==> src/rtl/bf_pkg.sv <==
// Shared opcode and state encodings for the tape data unit.
package bf_pkg;

    localparam int unsigned OP_WIDTH   = 3;
    localparam int unsigned BYTE_WIDTH = 8;

    typedef enum logic [OP_WIDTH-1:0] {
        OP_NOP  = 3'd0,
        OP_ADD  = 3'd1,
        OP_MOVE = 3'd2,
        OP_IN   = 3'd3,
        OP_OUT  = 3'd4,
        OP_CLR  = 3'd5
    } op_e;

    typedef enum logic [2:0] {
        ST_BOOT     = 3'd0,
        ST_FETCH    = 3'd1,
        ST_CAPTURE  = 3'd2,
        ST_READY    = 3'd3,
        ST_WAIT_IN  = 3'd4,
        ST_WAIT_OUT = 3'd5
    } state_e;

endpackage

==> src/rtl/bf_data_unit.sv <==
// Tape data unit: caches RAM[dp] in a cell register and executes data ops,
// writing modified cells back one cycle after acceptance.
module bf_data_unit
    import bf_pkg::*;
#(
    parameter int unsigned A_WIDTH = 12,
    parameter int unsigned D_WIDTH = 8
) (
    input  logic                  clk,
    input  logic                  rst,

    input  logic                  op_valid,
    output logic                  op_ready,
    input  logic [OP_WIDTH-1:0]   op_code,
    input  logic [BYTE_WIDTH-1:0] op_arg,

    output logic                  mem_rce,
    output logic [A_WIDTH-1:0]    mem_ra,
    input  logic [D_WIDTH-1:0]    mem_rq,
    output logic                  mem_wce,
    output logic [A_WIDTH-1:0]    mem_wa,
    output logic [D_WIDTH-1:0]    mem_wd,

    input  logic                  in_valid,
    output logic                  in_ready,
    input  logic [BYTE_WIDTH-1:0] in_data,

    output logic                  out_valid,
    input  logic                  out_ready,
    output logic [BYTE_WIDTH-1:0] out_data,

    output logic                  cell_zero,
    output logic [A_WIDTH-1:0]    dp
);

    state_e                  state_q, state_d;
    logic [A_WIDTH-1:0]      dp_q, dp_d;
    logic [D_WIDTH-1:0]      cell_q, cell_d;
    logic                    mem_wce_q, mem_wce_d;
    logic [A_WIDTH-1:0]      mem_wa_q, mem_wa_d;
    logic [D_WIDTH-1:0]      mem_wd_q, mem_wd_d;
    logic [BYTE_WIDTH-1:0]   out_data_q, out_data_d;
    logic                    do_write;

    always_ff @(posedge clk or posedge rst) begin
        if (rst) begin
            state_q    <= ST_BOOT;
            dp_q       <= '0;
            cell_q     <= '0;
            mem_wce_q  <= 1'b0;
            mem_wa_q   <= '0;
            mem_wd_q   <= '0;
            out_data_q <= '0;
        end else begin
            state_q    <= state_d;
            dp_q       <= dp_d;
            cell_q     <= cell_d;
            mem_wce_q  <= mem_wce_d;
            mem_wa_q   <= mem_wa_d;
            mem_wd_q   <= mem_wd_d;
            out_data_q <= out_data_d;
        end
    end

    // Next state, cell update and write-back scheduling.
    always_comb begin
        state_d    = state_q;
        dp_d       = dp_q;
        cell_d     = cell_q;
        out_data_d = out_data_q;
        do_write   = 1'b0;
        mem_wce_d  = 1'b0;
        mem_wa_d   = mem_wa_q;
        mem_wd_d   = mem_wd_q;

        case (state_q)
            ST_BOOT:    state_d = ST_FETCH;
            ST_FETCH:   state_d = ST_CAPTURE;
            ST_CAPTURE: begin
                cell_d  = mem_rq;
                state_d = ST_READY;
            end
            ST_READY: begin
                if (op_valid) begin
                    case (op_code)
                        OP_ADD: begin
                            cell_d   = cell_q + D_WIDTH'($signed(op_arg));
                            do_write = 1'b1;
                        end
                        OP_CLR: begin
                            cell_d   = '0;
                            do_write = 1'b1;
                        end
                        OP_MOVE: begin
                            // A zero-length move keeps the cached cell valid.
                            if (op_arg != '0) begin
                                dp_d    = dp_q + A_WIDTH'($signed(op_arg));
                                state_d = ST_FETCH;
                            end
                        end
                        OP_IN:  state_d = ST_WAIT_IN;
                        OP_OUT: begin
                            out_data_d = BYTE_WIDTH'(cell_q);
                            state_d    = ST_WAIT_OUT;
                        end
                        default: ;
                    endcase
                end
            end
            ST_WAIT_IN: begin
                if (in_valid) begin
                    cell_d   = D_WIDTH'(in_data);
                    do_write = 1'b1;
                    state_d  = ST_READY;
                end
            end
            ST_WAIT_OUT: begin
                if (out_ready) begin
                    state_d = ST_READY;
                end
            end
            default: state_d = ST_BOOT;
        endcase

        if (do_write) begin
            mem_wce_d = 1'b1;
            mem_wa_d  = dp_q;
            mem_wd_d  = cell_d;
        end
    end

    // Handshakes and read port decode straight from the state register.
    assign op_ready  = (state_q == ST_READY);
    assign in_ready  = (state_q == ST_WAIT_IN);
    assign out_valid = (state_q == ST_WAIT_OUT);
    assign out_data  = out_data_q;
    assign mem_rce   = (state_q == ST_FETCH);
    assign mem_ra    = dp_q;
    assign mem_wce   = mem_wce_q;
    assign mem_wa    = mem_wa_q;
    assign mem_wd    = mem_wd_q;
    assign cell_zero = (cell_q == '0);
    assign dp        = dp_q;

endmodule

==> config.mk <==
export PLATFORM = sky130hd
export DESIGN_NAME = bf_data_unit
export DESIGN_NICKNAME = d
export VERILOG_FILES = /design/src/rtl/bf_pkg.sv /design/src/rtl/bf_data_unit.sv
export SDC_FILE = /design/constraint.sdc
export NUM_CORES = 1
export LEC_CHECK = 0
export ABC_AREA = 1
export CAP_MARGIN = 25
export CORE_ASPECT_RATIO = 1.4
export CORE_MARGIN = 8
export CORE_UTILIZATION = 54
export DETAILED_ROUTE_END_ITERATION = 8
export GPL_TIMING_DRIVEN = 1
export PLACE_DENSITY = 0.95
export SETUP_SLACK_MARGIN = 0.05
export SYNTH_ARGS = -nofsm -noshare
export SYNTH_HDL_FRONTEND = slang
export SYNTH_SLANG_ARGS = --single-unit
export TNS_END_PERCENT = 1
==> constraint.sdc <==
create_clock -name clk -period 2.6 [get_ports clk]
set_input_delay 0.52 -clock clk [delete_from_list [all_inputs] [get_ports clk]]
set_output_delay 0.52 -clock clk [all_outputs]
set_load 0.05 [all_outputs]
==> flow_summary.yaml, run 1 <==
sta:
  min_period_ns: 2.47
  period_share_pct: 95.0
  whs_ns: 0.489
  tightest_slew_ns: 0.545
  finalSetupViolCount: 0
  rsz0062_at_grt: "true"
  final_max_slew_viol_count: 0
  totalNegativeSetupSlack_ns: 0
  timing_hold_violations_final: 0
  max_freq_mhz: 405
  fin_skew_ns: 0.00826
  relSlewSlack_pct: 63.5
  setup_ws_ns: 0.130
power_and_ir_drop:
  intPower_mw: 2.65
  pwr-share-clk_pct: 8.1
  seqPwrFrac_pct: 24.9
  ir_worst_vdd_v: 0.00104
  p_sw_mw: 3.35
  sw_frac_of_total_pct: 55.8
  power_frac_comb_pct: 67.0
  power.density_nw_per_um2: 1320
  power.leakage_nw: 2.36
clock_network:
  clkLatencyLatePin_ns: 0.31
  cts_buffers: 5
  clk_path_buf_depth: 2
  cts_setup_buffers: 0
  cts_sinks: 52
  cts_resized: 0
  cts_tree: "yes"
  hold_buffers: 0
  clk_pin_slew_ns: 0.10
  h-tree-depth: 2
  cts_root_buf: "clkbuf_8"
final_layout:
  drive_gt1_share_pct: 7.50
  area_delta_synth_final_pct: 27.6
  nets: 624
  antenna_cells: 0
synth:
  synth-edff-count: 0
  syn-cell-area_um2: 3550
  synth_seq_cells: 52
  synth_top_area_share_pct: 36.7
  async_flop_share_pct: 100
  synth_nets: 541
  yosysMostFrequentCell: "nand2_1"
  synth_cell_types: 39
  yosys-top-cells-area: "dfrtp_1 (37%), nand2_1 (20%), ha_1 (6.3%)"
  synth_ff_type: "dfrtp_1"
  syn_inst: 489
  yosysSeqAreaShare_pct: 36.7
  yosys.area.top_type: "dfrtp_1"
  syn_avg_cell_area_um2: 7.25
  netlist_top_cells_count: "nand2_1 (192), dfrtp_1 (52), inv_1 (48)"
  yosysWarnings: 0
die:
  die_y_um: 112
  row_count: 35
  core_um2: 6480
  dieArea_um2: 9460
  ios: 90
  die_w_um: 84.5
  start_util_pct: 54.7
routing:
  wl_per_cell_um: 16.2
  drt_iter0_drc: 137
  antenna_left: 0
  via_count: 3534
  viasPerCell: 5.46
  drc: 0
  routed_wl_mm: 10.5
  dr.pass1.iters: 5
setup_path:
  crit_chain: "inv_1, nand4_1, nor2_1, clkdlybuf4s50_1"
  required_ns: 2.08
  critical_path_class: "flip-flop to output pin"
  cp.arrival_ns: 1.95
  slowest_stage: "clkdlybuf4s50_1"
  path_buf_inv: 2
  slowest_delay_ns: 0.82
  critPathTopFamily: "buffers and inverters"
  worstSetupStartpointType: "flip-flop"
  setup.worst_path.end_class: "output pin"
  cp_max_fo: 4
global_routing:
  overflow: 0
  grt_pass1_vias: 3634
  grt.total_usage_pct: 22.4
  antenna_found_initial: 0
  grt_max_degree: 31
  grt_pass1_wl_mm: 17.3
min_path:
  hold_class: "flip-flop to flip-flop"
placement:
  dp_hpwl_mm: 8.46
  port_buffers: 89
  gp_congestion: 0.937
  preCtsSetupSlack_ns: 0.0221
outcome:
  status: "complete, no violations"
flow_run:
  maxCapViolCount: 0
placed cells by master, fill, tap and decap left out, drive strengths merged:
| cell type | count |
|---|---|
| buf | 6 |
| nand4 | 8 |
| dlymetal6s2s | 1 |
| nand3 | 37 |
| a31oi | 1 |
| clkinv | 2 |
| clkdlybuf4s50 | 87 |
| fa | 2 |
| ha | 18 |
| o21ai | 30 |
| a21oi | 16 |
| o22ai | 2 |
| inv | 57 |
| nand2 | 196 |
| nand3b | 2 |
| xnor2 | 2 |
| o31ai | 1 |
| clkbuf | 5 |
| xor2 | 4 |
| or2 | 3 |
| a221oi | 1 |
| nor2 | 34 |
| a21boi | 3 |
| o21bai | 1 |
| nor3 | 2 |
| dfrtp | 52 |
cell type report:
type | count | area (µm²)
fill | 549 | 1960
clock buffer | 5 | 68.8
multi-input combinational | 363 | 1880
sequential | 52 | 1300
tap | 74 | 92.6
timing repair buffer | 94 | 941
inverter | 56 | 218
clock inverter | 3 | 22.5
kinds of logic after synthesis:
family                   after synthesis  synth area share, %
buffers and inverters                 74                 10.3
XOR/XNOR                               6                 1.48
AND/OR/NAND/NOR                      282                 35.1
AO/OA/AOI/OAI                         55                 8.96
flip-flops                            52                 36.7
adder cells (fa/ha/maj)               20                 7.48
power by group through the flow:
stage	combinational, mW	clock [mW]	sequential, mW
after floorplan	2.02	0	2.32
after global placement	3.92	0	1.49
after detailed placement	4.01	0	1.50
after global routing	4.33	0.529	1.53
final	4.02	0.486	1.49
after CTS	4.02	0.498	1.49
flip-flops by register name (all words and copies together) (netlist names):
name      cells
cell_q        8
dp           12
mem_wa       12
mem_wce       1
mem_wd        8
out_data      8
state_q       3
worst paths after layout:
path	start	end	slack [ns]	cells after the start
worst min-delay path	mem_wd[0]	mem_wd[0]	0.49	2
min in group asynchronous	rst	mem_wa[1]	0.56	2
max in group asynchronous	rst	cell_q[2]	1.49	3
worst max register to register	dp[0]	dp[8]	0.58	9
worst max-delay path	cell_q[2]	cell_zero	0.13	4
worst min register to register	mem_wd[0]	mem_wd[0]	0.49	2
worst min-delay path, cell delays in order, from the launching register on:
cell,delay (ns)
dfrtp_1,0.36
nand2_1,0.05
nand2_1,0.05
layer usage:
metal,GRT usage (%),wire [µm]
met5,0,0
met4,9.67,391
met3,6.71,876
met2,40.5,5340
met1,23.1,3860
per-stage QoR:
| step | instance area [µm²] | std cells | power, mW | utilization, % |
|---|---|---|---|---|
| after CTS | 4520 | 647 | 6.01 | 69.8 |
| after detailed placement | 4430 | 639 | 5.51 | 68.4 |
| final | 4530 | 647 | 6.00 | 69.8 |
| after global routing | 4530 | 647 | 6.39 | 69.8 |
| after floorplan | 3550 | 489 | 4.34 | - |
| after global placement | 4430 | 639 | 5.41 | 68.4 |
No activity file was read; power rests on OpenSTA's default activity.
==> run 2, diff against run 1 <==
--- a/config.mk
+++ b/config.mk
@@ -14,6 +14,7 @@
 export GPL_TIMING_DRIVEN = 1
 export PLACE_DENSITY = 0.95
 export SETUP_SLACK_MARGIN = 0.05
+export SKIP_LAST_GASP = 1
 export SYNTH_ARGS = -nofsm -noshare
 export SYNTH_HDL_FRONTEND = slang
 export SYNTH_SLANG_ARGS = --single-unit
==> results of run 2 <==
No change in the layout: final DEF, timing and power equal those of run 1.
